### config.mk
export PLATFORM = sky130hd
export DESIGN_NAME = cellrv32_xirq_flat
export DESIGN_NICKNAME = d
export VERILOG_FILES = /design/src/rtl/cellrv32_xirq_if.sv /design/src/rtl/cellrv32_xirq.sv /design/src/flat_wrapper.sv
export SDC_FILE = /design/constraint.sdc
export NUM_CORES = 1
export LEC_CHECK = 0
export ABC_AREA = 1
export CORE_ASPECT_RATIO = 1.4
export CORE_UTILIZATION = 42
export DETAILED_ROUTE_END_ITERATION = 12
export GPL_TIMING_DRIVEN = 0
export PLACE_DENSITY = 0.86
export SLEW_MARGIN = 40
export SYNTH_ARGS = -nofsm -noshare
export SYNTH_HDL_FRONTEND = slang
export SYNTH_SLANG_ARGS = --single-unit
### constraint.sdc
create_clock -name clk_i -period 2.5 [get_ports clk_i]
set_clock_uncertainty 0.05 [all_clocks]
set_input_delay 0.625 -clock clk_i [delete_from_list [all_inputs] [get_ports clk_i]]
set_output_delay 0.625 -clock clk_i [all_outputs]
set_load 0.005 [all_outputs]
### src/rtl/cellrv32_xirq_if.sv
// Purpose: host IO bus bundle for the external interrupt aggregator.
// Latency: n/a (signal bundle only).
// Backpressure: none; every decoded access is acknowledged one cycle later.
// Signals: addr (byte address), rden/wren (strobes), wdata (write data),
//          rdata (registered read data), ack (registered acknowledge).
interface cellrv32_xirq_if;
    logic [31:0] addr;
    logic        rden;
    logic        wren;
    logic [31:0] wdata;
    logic [31:0] rdata;
    logic        ack;

    modport master (
        output addr, rden, wren, wdata,
        input  rdata, ack
    );

    modport slave (
        input  addr, rden, wren, wdata,
        output rdata, ack
    );
endinterface

### src/rtl/cellrv32_xirq.sv
// Purpose: collects up to 32 interrupt lines into enable-gated pending bits and raises one CPU irq for the lowest pending channel.
// Latency: rising edge sampled at k -> pending at k+1 -> ACTIVE at k+2 -> cpu_irq_o at k+3; bus ack/data one cycle after the access.
// Backpressure: none; the CPU line stays up until software writes ESC, edge pulses arriving while their pending bit is set are lost.
// Ports: clk_i/rstn_i (clock, async active-low reset), bus (slave side of the IO bus),
//        irq_i (request lines, synchronous to clk_i), cpu_irq_o (interrupt to CPU).
// Registers (addr[3:2]): 0 EIE enable, 1 EIP pending (write 0 clears), 2 ESC source/ack, 3 reserved.
module cellrv32_xirq #(
    parameter int          NUM_CH    = 8,
    parameter logic [31:0] BASE_ADDR = 32'hFFFFF300,
    parameter logic [31:0] TRIG_TYPE = 32'h0,
    parameter logic [31:0] TRIG_POL  = 32'hFFFFFFFF
) (
    input  logic                clk_i,
    input  logic                rstn_i,
    cellrv32_xirq_if.slave      bus,
    input  logic [NUM_CH-1:0]   irq_i,
    output logic                cpu_irq_o
);

    typedef enum logic {IDLE, ACTIVE} state_t;

    state_t              state_q, state_d;
    logic [4:0]          src_q, src_d;
    logic [NUM_CH-1:0]   eie_q;
    logic [NUM_CH-1:0]   eip_q, eip_d;
    logic [NUM_CH-1:0]   irq_s, irq_d;
    logic [NUM_CH-1:0]   trig;
    logic                acc_en, rd_en, wr_en;
    logic [1:0]          sel;
    logic                esc_ack;
    logic [31:0]         rd_mux;
    logic                unused_bits;

    assign acc_en  = (bus.addr[31:4] == BASE_ADDR[31:4]);
    assign sel     = bus.addr[3:2];
    assign rd_en   = acc_en & bus.rden;
    assign wr_en   = acc_en & bus.wren;
    assign esc_ack = wr_en & (sel == 2'd2) & (state_q == ACTIVE);

    // Byte offset bits and write-data bits above NUM_CH carry no meaning here.
    assign unused_bits = &{1'b0, bus.addr[1:0], bus.wdata};

    // Trigger detection on the first sync stage; edge mode compares against the second.
    always_comb begin
        trig = '0;
        for (int i = 0; i < NUM_CH; i++) begin
            if (TRIG_TYPE[i])
                trig[i] = (irq_s[i] == TRIG_POL[i]) && (irq_d[i] != TRIG_POL[i]);
            else
                trig[i] = (irq_s[i] == TRIG_POL[i]);
        end
    end

    // Pending update: disable-clear beats trigger-set beats software/ack clear.
    always_comb begin
        eip_d = eip_q;
        for (int i = 0; i < NUM_CH; i++) begin
            if (!eie_q[i])
                eip_d[i] = 1'b0;
            else if (trig[i])
                eip_d[i] = 1'b1;
            else if ((wr_en && (sel == 2'd1) && !bus.wdata[i]) ||
                     (esc_ack && (src_q == 5'(i))))
                eip_d[i] = 1'b0;
        end
    end

    // Arbitration FSM; src only moves on the IDLE->ACTIVE transition.
    always_comb begin
        state_d = state_q;
        src_d   = src_q;
        case (state_q)
            IDLE: begin
                if (|eip_q) begin
                    for (int i = NUM_CH - 1; i >= 0; i--) begin
                        if (eip_q[i])
                            src_d = 5'(i);
                    end
                    state_d = ACTIVE;
                end
            end
            ACTIVE: begin
                if (esc_ack)
                    state_d = IDLE;
            end
            default: state_d = IDLE;
        endcase
    end

    always_comb begin
        rd_mux = '0;
        case (sel)
            2'd0:    rd_mux = 32'(eie_q);
            2'd1:    rd_mux = 32'(eip_q);
            2'd2:    rd_mux = {(state_q == ACTIVE), 26'b0, src_q};
            default: rd_mux = '0;
        endcase
    end

    always_ff @(posedge clk_i or negedge rstn_i) begin
        if (!rstn_i) begin
            state_q   <= IDLE;
            src_q     <= '0;
            eie_q     <= '0;
            eip_q     <= '0;
            irq_s     <= '0;
            irq_d     <= '0;
            cpu_irq_o <= 1'b0;
            bus.ack   <= 1'b0;
            bus.rdata <= '0;
        end else begin
            state_q   <= state_d;
            src_q     <= src_d;
            eip_q     <= eip_d;
            irq_s     <= irq_i;
            irq_d     <= irq_s;
            cpu_irq_o <= (state_q == ACTIVE);
            bus.ack   <= acc_en & (bus.rden | bus.wren);
            bus.rdata <= rd_en ? rd_mux : 32'h0;
            if (wr_en && (sel == 2'd0))
                eie_q <= bus.wdata[NUM_CH-1:0];
        end
    end

endmodule
### src/flat_wrapper.sv
// flat-port wrapper written by rule: the top's interface ports become plain ports
module cellrv32_xirq_flat 
#(
    parameter int          NUM_CH    = 8,
    parameter logic [31:0] BASE_ADDR = 32'hFFFFF300,
    parameter logic [31:0] TRIG_TYPE = 32'h0,
    parameter logic [31:0] TRIG_POL  = 32'hFFFFFFFF
)
  (clk_i, rstn_i, irq_i, cpu_irq_o, bus_addr, bus_rden, bus_wren, bus_wdata, bus_rdata, bus_ack);
  cellrv32_xirq_if bus_i ();
  input  logic clk_i;
  input  logic rstn_i;
  input  logic [NUM_CH-1:0] irq_i;
  output logic cpu_irq_o;
  input wire logic [$bits(bus_i.addr)-1:0] bus_addr;
  input wire logic [$bits(bus_i.rden)-1:0] bus_rden;
  input wire logic [$bits(bus_i.wren)-1:0] bus_wren;
  input wire logic [$bits(bus_i.wdata)-1:0] bus_wdata;
  output wire logic [$bits(bus_i.rdata)-1:0] bus_rdata;
  output wire logic [$bits(bus_i.ack)-1:0] bus_ack;
  assign bus_i.addr = bus_addr;
  assign bus_i.rden = bus_rden;
  assign bus_i.wren = bus_wren;
  assign bus_i.wdata = bus_wdata;
  assign bus_rdata = bus_i.rdata;
  assign bus_ack = bus_i.ack;
  cellrv32_xirq #(.NUM_CH(NUM_CH), .BASE_ADDR(BASE_ADDR), .TRIG_TYPE(TRIG_TYPE), .TRIG_POL(TRIG_POL)) u_core (.clk_i(clk_i), .rstn_i(rstn_i), .bus(bus_i), .irq_i(irq_i), .cpu_irq_o(cpu_irq_o));
endmodule
==> results.txt, run 1 <==
drt pass-1 iters = 5
Row Count = 29
RSZ-0062 raised after global routing = no
CP Class = in -> reg
WHS = 0.231 ns
area of the mapped netlist = 2030 sq um
main flop type after synthesis = dfrtp_1
WP data required = 2.63 ns
Setup Viol. Count Final = 0
Yosys top cell area share = 0.481
Max stage delay on crit path = 0.49 ns
GPL Wtd Cong = 0.871
placed insts = 396
Post-DP Area = 2810 sq um
register area share after synthesis = 0.481
post_cts resized = 0
initial antenna violation count = 0
Clk pin slew, worst setup/hold paths = 0.08 ns
CP Cell Sequence = clkdlybuf4s50_1, inv_1, nor2_2, nand4_1, nor2_1, nor2_1, nand2_1, a21oi_1
library cells used by synthesis = 20
die height = 84.2 microns
post-CTS setup buffer count = 0
max cap viols = 0
CTS buffer count = 5
number of synthesized register bits = 39
first-pass GRT wire length = 7360 microns
dominant cells by area after synthesis = dfrtp_1 (48%), nand2_1 (9.6%), inv_1 (8.7%), buf_4 (8.5%), nor2_1 (6.1%)
Total GRT Usage = 0.195
Worst-Margin Slew = 0.512 ns
Final Cycle Share = 0.894
Reg area = 976 sq um
cell leakage power = 1.38 nW
Core ar. = 4570 sq um
Detail Route Antenna Nets = 0
CTS Root Cell = clkbuf_8
async set-reset flop share out of synthesis = 1.00
post-DP HPWL = 3590 microns
CTS tree = built
area of the multi-input gates = 776 sq um
Starting Density = 0.444
port bufs = 60
WL final = 4580 microns
layout cells sized above 1 = 0.155
top post-synthesis cells by count = nand2_1 (52), inv_1 (47), dfrtp_1 (39)
clock buffer depth = 2
Worst Path Arrival = 2.37 ns
Non-Filler Instances = 404
Synth warnings = 0
FMAX = 0.447 GHz
CTS HTree Levels = 2
Fin. Hold Viols = 0
CP endpoint kind = flop
min-delay worst type = in -> async
minimum clock period = 2.24 ns
CP startpoint kind = input pin
area grow syn2layout = 42.8%
vias in the first global route = 1722
number of synthesized flops with an enable pin = 0
global route total overflow = 0
Cells after Synth = 251
Slew headroom = 0.658
Worst Path Max Fanout = 9
drt drc = 0
n_diodes = 0
PwrDens = 419 nW/um^2
Crit path top cell by count = nor2_1
Core Util, Final = 0.634
vias post-DR = 1776
CTS Sinks = 39
syn avg cell area = 8.09 sq um
clk_lat worst skew = 0.29 ns
maximum VDD drop = 0.379 mV
post-DR vias/cell = 4.40
Worst R2R Setup Slack = 1.03 ns
Iter 0 DRT Violations = 45
FILL cells = 412
slowest CP cell = clkdlybuf4s50_1
area leader, netlist = dfrtp_1
wire per inst = 11.3 microns
status = finished, final reports clean
fin nets = 417
Max Slew Vio Count = 0
Die W = 60.8 microns
most common cell in the netlist = nand2_1
num ports = 110
CTS Hold Buffers Added = 0
Final Cell Area = 2900 sq um
Die Area = 5120 sq um
largest net degree at the start of global routing = 21
kinds of logic (layout without fill, tap and decap cells):
group / count (synthesis) / in the layout / share of synthesized area
DFF: 39 / 39 / 0.481
AOI/OAI and AO/OA: 31 / 31 / 0.0943
and+or+nand+nor: 109 / 109 / 0.245
buffers and inverters: 71 / 140 / 0.178
other: 1 / 23 / 0.00185
sequential cells by signal, summed over array words and instances, names as in the netlist:
register	flops
u_core.bus.ack	1
u_core.bus.rdata	9
u_core.cpu_irq_o	1
u_core.eie_q	8
u_core.eip_q	8
u_core.irq_s	8
u_core.src_q	3
u_core.state_q	1
report_power, final:
group | leakage [nW] | internal (mW) | total, mW | switching [mW]
clock | 0.0412 | 0.195 | 0.414 | 0.219
combinational | 0.820 | 0.100 | 0.161 | 0.0612
sequential | 0.516 | 0.637 | 0.638 | 0.00170
total | 1.38 | 0.932 | 1.21 | 0.282
critical path, delay by kind of cell:
family	cells	cell delay, ns
AO/OA/AOI/OAI	1	0.06
buffers and inverters	2	0.56
AND/OR/NAND/NOR	5	1.11
metal layers:
metal	up-vias	routed length, microns	track usage
met2	82	2400	0.350
met1	794	1640	0.206
met4	0	63	0.0764
met3	5	487	0.0539
met5	-	0	0
li1	895	-	-
placed cells by master (no fill, tap or decap):
master	netlist	routed
o21ai_2	8	8
a31oi_1	2	2
a21oi_1	16	16
buf_2	0	1
inv_1	47	47
nor2_1	33	33
conb_1	1	23
nand4_4	1	1
clkinvlp_4	0	1
nand3_1	10	10
dfrtp_1	39	39
nand4_1	1	1
nand3_4	1	1
nor4_4	1	1
nor2_2	5	5
clkbuf_1	0	1
buf_4	23	23
a221oi_1	1	1
nor4_1	1	1
nand2_2	4	4
buf_16	0	1
clkinv_2	0	1
nand2_1	52	52
buf_6	1	1
clkdlybuf4s50_1	0	59
clkbuf_8	0	5
o21ai_0	4	4
stage by stage:
| step | setup TNS, ns | power [mW] | worst slack (ns) |
|---|---|---|---|
| 3_5_place_dp | -0.0427 | 0.812 | -0.0175 |
| 2_1_floorplan | 0 | 0.706 | 0.743 |
| 5_1_grt | 0 | 1.27 | 0.0461 |
| 6_report | 0 | 1.21 | 0.265 |
| 3_3_place_gp | -4.46 | 0.804 | -0.116 |
| 4_1_cts | 0 | 1.22 | 0.276 |
worst paths after layout:
path / startpoint / end / cells past startpoint
worst min register to register: u_core.state_q / u_core.cpu_irq_o / 0
worst min-delay path: rstn_i / u_core.irq_s[0] / 1
min in group clk_i: u_core.state_q / u_core.cpu_irq_o / 0
max in group asynchronous: rstn_i / u_core.eie_q[3] / 2
worst max-delay path: bus_addr[2] / u_core.eip_q[4] / 8
worst max register to register: u_core.eip_q[0] / u_core.src_q[2] / 6
area by class of cell:
cell class,instances,area share
Sequential cell,39,0.337
Multi-Input combinational cell,163,0.268
Timing Repair Buffer,61,0.215
Buffer,24,0.0635
Inverter,47,0.0609
Tap cell,62,0.0268
Clock buffer,6,0.0250
Clock inverter,2,0.00432
Note: power is estimated with default switching activity, not from simulation.
==> run 2: changes to the inputs <==
- CAP_MARGIN: not set -> 0
==> results of run 2 <==
Same layout as run 1: the final DEF is identical, and so are final timing and power.
